## config.mk

```make
export PLATFORM = sky130hd
export DESIGN_NAME = quadrant_sequencer_flat
export DESIGN_NICKNAME = d
export VERILOG_FILES = /design/src/rtl/quadrant_sequencer_if.sv /design/src/rtl/quadrant_sequencer.sv /design/src/flat_wrapper.sv
export SDC_FILE = /design/constraint.sdc
export NUM_CORES = 1
export LEC_CHECK = 0
export ABC_CLOCK_PERIOD_IN_PS = 4300
export CAP_MARGIN = 20
export CORE_MARGIN = 5
export CORE_UTILIZATION = 35
export DETAILED_ROUTE_END_ITERATION = 8
export MAX_ROUTING_LAYER = met4
export PLACE_DENSITY_LB_ADDON = 0.25
export SLEW_MARGIN = 20
export SYNTH_ARGS = -nofsm -noshare
export SYNTH_HDL_FRONTEND = slang
export SYNTH_SLANG_ARGS = --single-unit
```

## constraint.sdc

```tcl
create_clock -name clock -period 4.3 [get_ports clock]
set_input_delay 0.86 -clock clock [delete_from_list [all_inputs] [get_ports clock]]
set_output_delay 0.86 -clock clock [all_outputs]
set_load 0.03 [all_outputs]
```

## src/rtl/quadrant_sequencer_if.sv

```systemverilog
`default_nettype none
// ============================================================================
// Module      : quadrant_sequencer_if
// Description : Bundles the job request, status, input/weight SRAM read,
//               MAC control and output SRAM write signals of the quadrant
//               sequencer.
//               master : sequencer view (drives status, SRAM and MAC controls)
//               slave  : host/memory view (drives the job request and mac_out)
// Ports       : start, in_base, kernel_len, num_outputs  (job request)
//               busy, done                               (status)
//               in_rd, in_addr, w_addr                   (input/weight reads)
//               mac_clear, mac_out                       (MAC control/result)
//               out_wr, out_addr, out_data               (output SRAM write)
// Revision    : 1.0 - initial release
// ============================================================================
interface quadrant_sequencer_if #(
   parameter int IN_AW  = 12,
   parameter int OUT_AW = 8,
   parameter int KLEN_W = 4
);
   logic              start;
   logic [IN_AW-1:0]  in_base;
   logic [KLEN_W-1:0] kernel_len;
   logic [OUT_AW-1:0] num_outputs;
   logic              busy;
   logic              done;
   logic              in_rd;
   logic [IN_AW-1:0]  in_addr;
   logic [KLEN_W-1:0] w_addr;
   logic              mac_clear;
   logic [15:0]       mac_out;
   logic              out_wr;
   logic [OUT_AW-1:0] out_addr;
   logic [15:0]       out_data;

   modport master (
      input  start, in_base, kernel_len, num_outputs, mac_out,
      output busy, done, in_rd, in_addr, w_addr, mac_clear,
             out_wr, out_addr, out_data
   );

   modport slave (
      output start, in_base, kernel_len, num_outputs, mac_out,
      input  busy, done, in_rd, in_addr, w_addr, mac_clear,
             out_wr, out_addr, out_data
   );
endinterface
`default_nettype wire

```

## src/rtl/quadrant_sequencer.sv

```systemverilog
`default_nettype none
// ============================================================================
// Module      : quadrant_sequencer
// Description : Sequences a 1-D convolution job. For each output o it streams
//               kernel_len terms (input address in_base+o+k, weight address k)
//               into an external MAC, waits for the SRAM and MAC pipeline to
//               drain, then writes the MAC result to output address o.
// Ports       : clock, reset_b (async, active-low)
//               bus : quadrant_sequencer_if.master
//               cycle_count[31:0] : busy-cycle counter, present only when
//                                   QSEQ_PERF_CNT_EN is defined
// Options     : `define QSEQ_PERF_CNT_EN to add the busy-cycle counter.
// Revision    : 1.0 - initial release
// ============================================================================
module quadrant_sequencer #(
   parameter int IN_AW  = 12,
   parameter int OUT_AW = 8,
   parameter int KLEN_W = 4
) (
   input  wire logic            clock,
   input  wire logic            reset_b,
   quadrant_sequencer_if.master bus
`ifdef QSEQ_PERF_CNT_EN
   ,
   output logic [31:0]          cycle_count
`endif
);

   typedef enum logic [2:0] {
      S_IDLE   = 3'd0,
      S_FETCH  = 3'd1,
      S_DRAIN1 = 3'd2,
      S_DRAIN2 = 3'd3,
      S_WRITE  = 3'd4,
      S_DONE   = 3'd5
   } state_t;

   state_t            r_state;
   logic [OUT_AW-1:0] r_o;
   logic [KLEN_W-1:0] r_k;
   logic [IN_AW-1:0]  r_base;
   // Last term / last output indices; kernel_len=0 wraps to all-ones, which
   // is exactly 2^KLEN_W-1 and gives the full-length kernel for free.
   logic [KLEN_W-1:0] r_klen_m1;
   logic [OUT_AW-1:0] r_nout_m1;

   logic              r_busy;
   logic              r_done;
   logic              r_in_rd;
   logic [IN_AW-1:0]  r_in_addr;
   logic [KLEN_W-1:0] r_w_addr;
   logic              r_mac_clear;
   logic              r_out_wr;
   logic [OUT_AW-1:0] r_out_addr;
   logic [15:0]       r_out_data;

   // Address of the next term of the current output, and of term 0 of the
   // next output; both wrap naturally at 2^IN_AW.
   logic [IN_AW-1:0]  w_next_term_addr;
   logic [IN_AW-1:0]  w_next_out_addr;

   assign w_next_term_addr = r_base + IN_AW'(r_o) + IN_AW'(r_k) + IN_AW'(1);
   assign w_next_out_addr  = r_base + IN_AW'(r_o) + IN_AW'(1);

   always_ff @(posedge clock or negedge reset_b) begin
      if (!reset_b) begin
         r_state     <= S_IDLE;
         r_o         <= '0;
         r_k         <= '0;
         r_base      <= '0;
         r_klen_m1   <= '0;
         r_nout_m1   <= '0;
         r_busy      <= 1'b0;
         r_done      <= 1'b0;
         r_in_rd     <= 1'b0;
         r_in_addr   <= '0;
         r_w_addr    <= '0;
         r_mac_clear <= 1'b0;
         r_out_wr    <= 1'b0;
         r_out_addr  <= '0;
         r_out_data  <= '0;
      end else begin
         // Strobes are single-cycle unless a state re-asserts them.
         r_in_rd     <= 1'b0;
         r_mac_clear <= 1'b0;
         r_out_wr    <= 1'b0;
         r_done      <= 1'b0;
         case (r_state)
            S_IDLE: begin
               if (bus.start) begin
                  r_base    <= bus.in_base;
                  r_klen_m1 <= bus.kernel_len - 1'b1;
                  r_nout_m1 <= bus.num_outputs - 1'b1;
                  r_o       <= '0;
                  r_k       <= '0;
                  r_busy    <= 1'b1;
                  if (bus.num_outputs != '0) begin
                     r_state   <= S_FETCH;
                     r_in_rd   <= 1'b1;
                     r_in_addr <= bus.in_base;
                     r_w_addr  <= '0;
                  end else begin
                     r_state <= S_DONE;
                     r_done  <= 1'b1;
                  end
               end
            end
            S_FETCH: begin
               // Term 0 operands return one cycle after issue.
               r_mac_clear <= (r_k == '0);
               if (r_k == r_klen_m1) begin
                  r_state <= S_DRAIN1;
               end else begin
                  r_k       <= r_k + 1'b1;
                  r_in_rd   <= 1'b1;
                  r_in_addr <= w_next_term_addr;
                  r_w_addr  <= r_k + 1'b1;
               end
            end
            S_DRAIN1: begin
               r_state <= S_DRAIN2;
            end
            S_DRAIN2: begin
               // Last term has passed the SRAM and MAC register stages.
               r_state    <= S_WRITE;
               r_out_wr   <= 1'b1;
               r_out_addr <= r_o;
               r_out_data <= bus.mac_out;
            end
            S_WRITE: begin
               r_o <= r_o + 1'b1;
               if (r_o == r_nout_m1) begin
                  r_state <= S_DONE;
                  r_done  <= 1'b1;
               end else begin
                  r_state   <= S_FETCH;
                  r_k       <= '0;
                  r_in_rd   <= 1'b1;
                  r_in_addr <= w_next_out_addr;
                  r_w_addr  <= '0;
               end
            end
            S_DONE: begin
               r_state <= S_IDLE;
               r_busy  <= 1'b0;
            end
            default: begin
               r_state <= S_IDLE;
               r_busy  <= 1'b0;
            end
         endcase
      end
   end

   assign bus.busy      = r_busy;
   assign bus.done      = r_done;
   assign bus.in_rd     = r_in_rd;
   assign bus.in_addr   = r_in_addr;
   assign bus.w_addr    = r_w_addr;
   assign bus.mac_clear = r_mac_clear;
   assign bus.out_wr    = r_out_wr;
   assign bus.out_addr  = r_out_addr;
   assign bus.out_data  = r_out_data;

`ifdef QSEQ_PERF_CNT_EN
   logic [31:0] r_cycle_count;

   always_ff @(posedge clock or negedge reset_b) begin
      if (!reset_b) begin
         r_cycle_count <= '0;
      end else if ((r_state == S_IDLE) && bus.start) begin
         r_cycle_count <= '0;
      end else if (r_busy && (r_cycle_count != 32'hFFFF_FFFF)) begin
         r_cycle_count <= r_cycle_count + 32'd1;
      end
   end

   assign cycle_count = r_cycle_count;
`endif

endmodule
`default_nettype wire
```

## src/flat_wrapper.sv

```systemverilog
// flat-port wrapper written by rule: the top's interface ports become plain ports
module quadrant_sequencer_flat 
#(
   parameter int IN_AW  = 12,
   parameter int OUT_AW = 8,
   parameter int KLEN_W = 4
)
  (clock, reset_b, bus_start, bus_in_base, bus_kernel_len, bus_num_outputs, bus_mac_out, bus_busy, bus_done, bus_in_rd, bus_in_addr, bus_w_addr, bus_mac_clear, bus_out_wr, bus_out_addr, bus_out_data);
  quadrant_sequencer_if #(.IN_AW(IN_AW), .OUT_AW(OUT_AW), .KLEN_W(KLEN_W)) bus_i ();
  input  wire logic clock;
  input  wire logic reset_b;
  input wire logic [$bits(bus_i.start)-1:0] bus_start;
  input wire logic [$bits(bus_i.in_base)-1:0] bus_in_base;
  input wire logic [$bits(bus_i.kernel_len)-1:0] bus_kernel_len;
  input wire logic [$bits(bus_i.num_outputs)-1:0] bus_num_outputs;
  input wire logic [$bits(bus_i.mac_out)-1:0] bus_mac_out;
  output wire logic [$bits(bus_i.busy)-1:0] bus_busy;
  output wire logic [$bits(bus_i.done)-1:0] bus_done;
  output wire logic [$bits(bus_i.in_rd)-1:0] bus_in_rd;
  output wire logic [$bits(bus_i.in_addr)-1:0] bus_in_addr;
  output wire logic [$bits(bus_i.w_addr)-1:0] bus_w_addr;
  output wire logic [$bits(bus_i.mac_clear)-1:0] bus_mac_clear;
  output wire logic [$bits(bus_i.out_wr)-1:0] bus_out_wr;
  output wire logic [$bits(bus_i.out_addr)-1:0] bus_out_addr;
  output wire logic [$bits(bus_i.out_data)-1:0] bus_out_data;
  assign bus_i.start = bus_start;
  assign bus_i.in_base = bus_in_base;
  assign bus_i.kernel_len = bus_kernel_len;
  assign bus_i.num_outputs = bus_num_outputs;
  assign bus_i.mac_out = bus_mac_out;
  assign bus_busy = bus_i.busy;
  assign bus_done = bus_i.done;
  assign bus_in_rd = bus_i.in_rd;
  assign bus_in_addr = bus_i.in_addr;
  assign bus_w_addr = bus_i.w_addr;
  assign bus_mac_clear = bus_i.mac_clear;
  assign bus_out_wr = bus_i.out_wr;
  assign bus_out_addr = bus_i.out_addr;
  assign bus_out_data = bus_i.out_data;
  quadrant_sequencer #(.IN_AW(IN_AW), .OUT_AW(OUT_AW), .KLEN_W(KLEN_W)) u_core (.clock(clock), .reset_b(reset_b), .bus(bus_i));
endmodule
```

==> qor.log, run 1 <==
qor: floorplanning.top_level_ports 88
qor: grt.grt_pass1_vias 3891
qor: logic_synthesis.synth_fa_ha_area_share 5.66%
qor: clock_tree.numClockSinks 84
qor: logic_synthesis.asyncSetResetFlopFracSynth 100%
qor: worst_setup_path.timing.setup.critical_path_class reg -> reg
qor: worst_setup_path.end_kind flop
qor: floorplanning.dieWidth 126 um
qor: logic_synthesis.synth_seq_cells 84
qor: cells_and_area.num-fill-cells 1289
qor: cells_and_area.area_growth 29.2%
qor: power_and_ir_drop.p_leak 2.67 nW
qor: logic_synthesis.synth-edff-count 0
qor: status.outcome completed
qor: hold_path.min_path_type reg -> reg
qor: clock_tree.post-cts-setup-buffer-count 0
qor: placed_design.dp.cells 746
qor: grt.track_usage 15.4%
qor: hold_path.hold-path-cell-count 2
qor: grt.grt_max_degree 68
qor: floorplanning.die_height 126 um
qor: clock_tree.tritoncts_clock_tree done
qor: clock_tree.cts.reportedPaths.clkPinSlew 0.06 ns
qor: routing.drt_iter0_markers 198
qor: hold_path.min_from u_core.bus.out_addr[1]$_DFFE_PN0P_
qor: clock_tree.post_cts_resized 0
qor: sta.fin_worst_skew 0.00783 ns
qor: routing.postRouteAntennaNets 0
qor: floorplanning.starting_density_of_the_core 35.6%
qor: cells_and_area.drive_gt1_share 10.3%
qor: clock_tree.htree_levels 3
qor: logic_synthesis.muxShareOfSynthArea 5.52%
qor: logic_synthesis.synth_xor_xnor_area_share 8.54%
qor: power_and_ir_drop.cellInternalPower 2.64 mW
qor: logic_synthesis.synth_simple_gate_area_share 17.8%
qor: cells_and_area.design.final.nets 644
qor: sta.setup-tns-final 0 ns
qor: floorplanning.rows 42
qor: sta.setup-violations-final 0
qor: worst_setup_path.startpoint_type flop
qor: routing.wl 11500 um
qor: sta.tightestPinTransition 0.847 ns
qor: worst_setup_path.critPathMaxFanout 7
qor: sta.post-route-period-util 75.5%
qor: routing.via_per_inst 5.04
qor: routing.detail_route.wl_per_cell 15.0 um
qor: logic_synthesis.postSynthAreaPerCell 9.49 um2
qor: sta.clock.fmax 0.308 GHz
qor: logic_synthesis.synth-compound-area-share 14.6%
qor: sta.drv_slew 0
qor: clock_tree.cts_root_buffer sky130_fd_sc_hd__clkbuf_16
qor: placed_design.final_weighted_congestion_of_routability_driven_global_placement 0.838
qor: worst_setup_path.rr_startpoint u_core.r_o[0]$_DFFE_PN0P_
qor: logic_synthesis.synth_ff_type sky130_fd_sc_hd__dfrtp_1
qor: sta.slew-limit-headroom 43.5%
qor: logic_synthesis.combinational_family_with_the_most_area_after_synthesis simple AND/OR/NAND/NOR gates
qor: sta.fin_worst_hold_slack 0.481 ns
qor: clock_tree.clock_path_buffers 2
qor: sta.hold_violations 0
qor: worst_setup_path.cp_data_arrival_time 3.45 ns
qor: clock_tree.hold_buffers 0
qor: power_and_ir_drop.power.sequential.fraction 29.9%
qor: grt.grt_antenna_before_repair 0
qor: routing.drt_first_pass_iters 5
qor: logic_synthesis.post_synth_inst_count 494
qor: hold_path.worst_hold_endpoint u_core.bus.out_addr[1]$_DFFE_PN0P_
qor: power_and_ir_drop.netSwitchingFraction 43.0%
qor: logic_synthesis.syn_area 4690 um2
qor: clock_tree.numCtsBuffers 9
qor: cells_and_area.utilization 45.9%
qor: worst_setup_path.cp.required 4.50 ns
qor: worst_setup_path.reg2regPathDepth 12
qor: power_and_ir_drop.netSwitchingPower 1.99 mW
qor: sta.setup_repair_after_global_routing_missed_its_margin false
qor: floorplanning.floorplan.die_area 15800 um2
qor: power_and_ir_drop.vdd.ir_drop.worst 0.000310 V
qor: power_and_ir_drop.share_comb_of_total_power 53.5%
qor: worst_setup_path.timing.rr.end u_core.bus.in_addr[10]$_DFFE_PN0P_
qor: placed_design.buffers_added_on_ports 87
qor: worst_setup_path.crit_slowest_cell sky130_fd_sc_hd__or4b_4
qor: routing.route.detailed.drc 0
qor: power_and_ir_drop.report.power.total 4.64 mW
qor: logic_synthesis.syn_nets 557
qor: routing.num_vias 3839
qor: power_and_ir_drop.power_density 765 nW/um2
qor: flow_run.cap_viol_max_count 0
qor: worst_setup_path.regToRegSetupSlack 1.05 ns
qor: worst_setup_path.path_cells ha_1 > inv_1 > fa_1 > xnor2_1 > ha_1 > nand2_1 > nand2_1 > a21oi_1 > or4b_4 > or3_1 > nand3_1 > a41oi_1
qor: worst_setup_path.critPathMaxStageDelay 0.55 ns
qor: logic_synthesis.count_of_synthesis_stage_warnings_from_yosys 0
qor: grt.first_pass_grt_wire_length 19300 um
qor: logic_synthesis.synth.lib_cells_used.distinct 60
qor: power_and_ir_drop.clock_power_share 16.5%
qor: cells_and_area.ant_diodes 0
qor: logic_synthesis.yosysSeqAreaShare 44.8%
qor: placed_design.dp_hpwl 8440 um
qor: sta.final.min_clock_period 3.25 ns
qor: floorplanning.core_area 13200 um2
qor: clock_tree.insertion_delay 0.35 ns
qor: grt.grt_overflow 0
qor: cells_and_area.layout.cells.non_filler 761
==> cells in the mapped netlist, types with 2 or more instances <==
| library cell | count | area, um2 |
|---|---|---|
| sky130_fd_sc_hd__a22oi_1 | 4 | 30.0 |
| sky130_fd_sc_hd__xor2_1 | 20 | 175 |
| sky130_fd_sc_hd__a21oi_1 | 22 | 110 |
| sky130_fd_sc_hd__nor3_1 | 6 | 30.0 |
| sky130_fd_sc_hd__nand4_1 | 5 | 31.3 |
| sky130_fd_sc_hd__a21o_1 | 9 | 67.6 |
| sky130_fd_sc_hd__o211ai_1 | 2 | 15.0 |
| sky130_fd_sc_hd__dfrtp_1 | 84 | 2100 |
| sky130_fd_sc_hd__ha_1 | 18 | 225 |
| sky130_fd_sc_hd__a31oi_1 | 5 | 31.3 |
| sky130_fd_sc_hd__mux2_2 | 23 | 259 |
| sky130_fd_sc_hd__a22o_1 | 2 | 17.5 |
| sky130_fd_sc_hd__a222oi_1 | 3 | 30.0 |
| sky130_fd_sc_hd__a21boi_0 | 2 | 15.0 |
| sky130_fd_sc_hd__fa_1 | 2 | 40.0 |
| sky130_fd_sc_hd__nor2_1 | 46 | 173 |
| sky130_fd_sc_hd__o21ai_0 | 36 | 180 |
| sky130_fd_sc_hd__inv_1 | 20 | 75.1 |
| sky130_fd_sc_hd__xor2_2 | 2 | 32.5 |
| sky130_fd_sc_hd__o21a_1 | 2 | 15.0 |
| sky130_fd_sc_hd__nand3_1 | 14 | 70.1 |
| sky130_fd_sc_hd__nand2_1 | 80 | 300 |
| sky130_fd_sc_hd__xnor2_1 | 22 | 193 |
| sky130_fd_sc_hd__clkbuf_1 | 17 | 63.8 |
| sky130_fd_sc_hd__and3_1 | 8 | 50.1 |
| sky130_fd_sc_hd__a41oi_1 | 2 | 17.5 |
| sky130_fd_sc_hd__nor4_1 | 4 | 25.0 |
| sky130_fd_sc_hd__a31o_2 | 2 | 17.5 |
==> logic make-up (layout without fill, tap and decap cells) <==
kind of cell / after synthesis / in the layout
AO/OA/AOI/OAI: 105 / 105
XOR/XNOR: 44 / 44
adder cells (fa/ha/maj): 20 / 20
buffers and inverters: 38 / 129
flip-flops: 84 / 84
multiplexers: 23 / 23
AND/OR/NAND/NOR: 180 / 180
==> final cells by class <==
type,count,area (um2),share of cell area (%)
inverters,21,78.8,1.30
well taps,176,220,3.63
flip-flops and latches,84,2100,34.7
multi-input cells,372,2450,40.5
clock inverters,5,62.6,1.03
clock buffers,10,229,3.78
repair buffers,93,913,15.1
==> placed cells by master, fill, tap and decap left out, drive strengths merged, types with 9 or more instances in the layout <==
cell type      instances
a21o                   9
a21oi                 22
clkbuf                10
clkdlybuf4s50         86
dfrtp                 84
ha                    18
inv                   21
mux2                  23
nand2                 80
nand3                 15
nor2                  46
o21ai                 36
xnor2                 22
xor2                  22
==> sequential cells by signal (all words and copies together), names as in the netlist <==
name                  count
u_core.bus.in_addr       12
u_core.r_klen_m1          4
u_core.r_k                4
u_core.bus.busy           1
u_core.bus.out_data      16
u_core.r_nout_m1          8
u_core.r_o                8
u_core.bus.in_rd          1
u_core.bus.done           1
u_core.bus.mac_clear      1
u_core.bus.out_wr         1
u_core.bus.out_addr       8
u_core.r_state            3
u_core.bus.w_addr         4
u_core.r_base            12
==> worst max-delay path: cells and delay by family (launching register included) <==
kind / cells / cell delay, ns
and+or+nand+nor: 5 / 1.09
buffers and inverters: 1 / 0.06
DFF: 1 / 0.45
AOI/OAI and AO/OA: 2 / 0.23
xor gates and xnor gates: 1 / 0.38
adders and majority gates: 3 / 0.89
==> metrics by stage <==
step | area (um2) | worst slack [ns]
floorplan | 4690 | 1.32
global placement | 5770 | 1.13
detailed placement | 5770 | 1.05
CTS | 6060 | 1.06
global route | 6060 | 0.727
finish | 6060 | 1.05
==> how the worst max path moves through the flow <==
stage                         startpoint                                  to  slack [ns]
2_1_floorplan  u_core.r_o[0]$_DFFE_PN0P_  u_core.bus.in_addr[10]$_DFFE_PN0P_        1.32
3_3_place_gp          bus_num_outputs[0]  u_core.bus.in_addr[11]$_DFFE_PN0P_        1.13
3_5_place_dp          bus_num_outputs[0]  u_core.bus.in_addr[11]$_DFFE_PN0P_        1.05
4_1_cts        u_core.r_o[0]$_DFFE_PN0P_  u_core.bus.in_addr[10]$_DFFE_PN0P_        1.06
5_1_grt        u_core.r_o[0]$_DFFE_PN0P_  u_core.bus.in_addr[11]$_DFFE_PN0P_        0.73
6_report       u_core.r_o[0]$_DFFE_PN0P_  u_core.bus.in_addr[10]$_DFFE_PN0P_        1.05
==> layer usage <==
metal  GRT usage [%]  vias to the layer above  wire length (um)
met5               -                        -                 0
met4            4.61                        0               171
met3            4.15                       16               533
met2            25.1                       87              5670
met1            18.8                     1842              5080
li1                -                     1894                 -
==> power groups by stage <==
stage                     sequential (mW)  clock (mW)  combinational, mW
after floorplan                      1.70           0               1.37
after global placement               1.39           0               2.46
after detailed placement             1.40           0               2.50
after CTS                            1.39       0.798               2.51
after global routing                 1.44       0.828               2.74
final                                1.39       0.767               2.48
No activity file was read; power rests on OpenSTA's default activity.
==> run 2, diff against run 1 <==
- ABC_CLOCK_PERIOD_IN_PS: 4300 -> 3210
- clock period: 4.3 -> 3.21 ns (I/O delays scaled with it)
==> run 2 against run 1 <==
  * First-iteration DRC count is 27% higher
  * Design area up 2.4%
  * Maximum frequency increased by 7.7%
  * Via count rose by 1.3%
  * Clock skew barely moved
  * Combinational power grew 37%
  * Critical endpoint unchanged
  * Largest cell class unchanged
==> qor.log, run 2 (synthesis results as in run 1) <==
qor: power_and_ir_drop.p_leak 2.76 nW [+3.4%]
qor: routing.detail_route.wl_per_cell 14.9 um [-1.1%]
qor: power_and_ir_drop.power_density 1030 nW/um2 [+35%]
qor: worst_setup_path.critPathMaxFanout 6 [-1]
qor: clock_tree.insertion_delay 0.34 ns [about the same]
qor: cells_and_area.drive_gt1_share 12.4% [+2.1 points]
qor: placed_design.buffers_added_on_ports 87 [unchanged]
qor: floorplanning.dieWidth 126 um [unchanged]
qor: sta.setup-violations-final 0 [unchanged]
qor: cells_and_area.largest_reg_flops 16 [unchanged]
qor: cells_and_area.ant_diodes 0 [unchanged]
qor: placed_design.final_weighted_congestion_of_routability_driven_global_placement 0.826 [-1.4%]
qor: sta.setup-tns-final 0 ns [unchanged]
qor: cells_and_area.layout.cells.most_common sky130_fd_sc_hd__clkdlybuf4s50_1
qor: worst_setup_path.regToRegSetupSlack 0.19 ns [-0.86 ns]
qor: sta.drv_slew 0 [unchanged]
qor: clock_tree.clock_path_buffers 2 [unchanged]
qor: sta.tightestPinTransition 0.605 ns [-0.242 ns]
qor: worst_setup_path.end_kind flop
qor: sta.post-route-period-util 94.0% [+18 points]
qor: worst_setup_path.startpoint_type flop
qor: worst_setup_path.timing.rr.end u_core.bus.in_addr[10]$_DFFE_PN0P_
qor: clock_tree.hold_buffers 0 [unchanged]
qor: worst_setup_path.path_cells ha_1 > a211oi_4 > nor2_1 > xor2_1 > ha_1 > a21oi_1 > or4b_4 > or3_1 > nand3_1 > a41oi_1
qor: floorplanning.die_height 126 um [unchanged]
qor: flow_run.cap_viol_max_count 0 [unchanged]
qor: grt.grt_overflow 0 [unchanged]
qor: grt.grt_antenna_before_repair 0 [unchanged]
qor: floorplanning.top_level_ports 88 [unchanged]
qor: routing.drt_met1_wl 5170 um [+1.8%]
qor: clock_tree.numCtsBuffers 9 [unchanged]
qor: clock_tree.tritoncts_clock_tree done
qor: routing.drt_iter0_markers 251 [+27%]
qor: clock_tree.cts.reportedPaths.clkPinSlew 0.06 ns [about the same]
qor: power_and_ir_drop.vdd.ir_drop.worst 0.000449 V [+45%]
qor: grt.grt_pass1_vias 3992 [+2.6%]
qor: grt.grt_max_degree 48 [-29%]
qor: clock_tree.cts_root_buffer sky130_fd_sc_hd__clkbuf_16
qor: routing.wl 11500 um [+0.51%]
qor: floorplanning.core_area 13200 um2 [unchanged]
qor: sta.setup_repair_after_global_routing_missed_its_margin false
qor: grt.track_usage 15.5% [+0.091 points]
qor: grt.first_pass_grt_wire_length 19500 um [+1.0%]
qor: cells_and_area.utilization 47.0% [+1.1 points]
qor: sta.fin_worst_hold_slack 0.259 ns [-0.222 ns]
qor: worst_setup_path.critPathMaxStageDelay 0.55 ns [about the same]
qor: sta.hold_violations 0 [unchanged]
qor: worst_setup_path.cp_common_cell sky130_fd_sc_hd__ha_1
qor: hold_path.min_path_type in -> async
qor: clock_tree.htree_levels 3 [unchanged]
qor: floorplanning.rows 42 [unchanged]
qor: routing.wl_met3 355 um [-33%]
qor: sta.final.min_clock_period 3.02 ns [-0.232 ns]
qor: worst_setup_path.reg2regPathDepth 10 [-2]
qor: placed_design.dp_hpwl 8690 um [+3.1%]
qor: worst_setup_path.crit_slowest_cell sky130_fd_sc_hd__or4b_4
qor: routing.num_vias 3889 [+1.3%]
qor: routing.route.detailed.drc 0 [unchanged]
qor: routing.route.met2.wl 5750 um [+1.5%]
qor: routing.via_per_inst 5.03 [-0.27%]
qor: floorplanning.floorplan.die_area 15800 um2 [unchanged]
qor: routing.postRouteAntennaNets 0 [unchanged]
qor: sta.slew-limit-headroom 59.5% [+16 points]
qor: power_and_ir_drop.report.power.total 6.39 mW [+38%]
qor: worst_setup_path.cp_data_arrival_time 3.22 ns [-0.23 ns]
qor: worst_setup_path.cp.required 3.41 ns [-1.09 ns]
qor: cells_and_area.design.final.nets 656 [+1.9%]
qor: clock_tree.numClockSinks 84 [unchanged]
qor: cells_and_area.area_growth 32.3%
qor: worst_setup_path.rr_startpoint u_core.r_o[1]$_DFFE_PN0P_
qor: sta.clock.fmax 0.332 GHz [+7.7%]
qor: status.outcome completed
qor: cells_and_area.layout.cells.most_common_list sky130_fd_sc_hd__clkdlybuf4s50_1, sky130_fd_sc_hd__dfrtp_1, sky130_fd_sc_hd__nand2_1
qor: sta.fin_worst_skew 0.00776 ns [-0.0000701 ns]
qor: floorplanning.starting_density_of_the_core 35.6% [unchanged]
qor: routing.drt_first_pass_iters 4 [-1]
qor: routing.dr.max_layer_used met4
qor: worst_setup_path.timing.setup.critical_path_class reg -> reg
[run 2: how the worst max path moves through the flow]
stage,from,end
floorplan,u_core.r_o[0]$_DFFE_PN0P_,u_core.bus.in_addr[10]$_DFFE_PN0P_
global placement,bus_num_outputs[0],u_core.bus.in_addr[4]$_DFFE_PN0P_
detailed placement,bus_num_outputs[0],u_core.bus.in_addr[4]$_DFFE_PN0P_
CTS,u_core.r_o[1]$_DFFE_PN0P_,u_core.bus.in_addr[10]$_DFFE_PN0P_
global route,u_core.r_o[0]$_DFFE_PN0P_,u_core.bus.in_addr[6]$_DFFE_PN0P_
finish,u_core.r_o[1]$_DFFE_PN0P_,u_core.bus.in_addr[10]$_DFFE_PN0P_
[run 2: layout make-up]
type	instances	area, um2
fill	1210	6980
multi-input combinational	372	2460
sequential	84	2100
timing repair buffer	105	1020
clock buffer	10	239
tap	176	220
clock inverter	5	86.3
inverter	21	78.8
[run 2: layer usage]
layer | up-vias | track usage (%)
li1 | 1916 | -
met1 | 1891 | 19.1
met2 | 69 | 25.7
met3 | 13 | 2.37
met4 | 0 | 6.06
met5 | - | -
[run 2: metrics by stage]
stage | std cells | setup slack (ns) | instance area, um2
floorplan | 494 | 0.225 | 4690
global placement | 758 | 0.199 | 5870
detailed placement | 758 | 0.116 | 5870
CTS | 773 | 0.157 | 6190
global route | 773 | 0.00796 | 6210
finish | 773 | 0.194 | 6210
[run 2: what timing repair did]
action | CTS | global route
setup buffers | 0 | 0
setup endpoints to repair | 0 | 4
resized for setup | 0 | 4
[run 2: power by group]
group          internal (mW)  switching [mW]  total [mW]
registers               1.52           0.330        1.85
logic                   1.47            1.93        3.41
clock network          0.702           0.429        1.13
[run 2: critical path, delay by kind of cell, from the launching register on]
family | cells | cell delay (ns)
and+or+nand+nor | 4 | 1.06
DFF | 1 | 0.44
xor gates and xnor gates | 1 | 0.17
AOI/OAI and AO/OA | 3 | 0.54
adders and majority gates | 2 | 0.66
==> run 3, diff against run 2 <==
- CTS_CLUSTER_DIAMETER: not set -> 40
- SKIP_CTS_REPAIR_TIMING: not set -> 1
==> results of run 3 <==
Same layout as run 2: the final DEF is identical, and so are final timing and power.
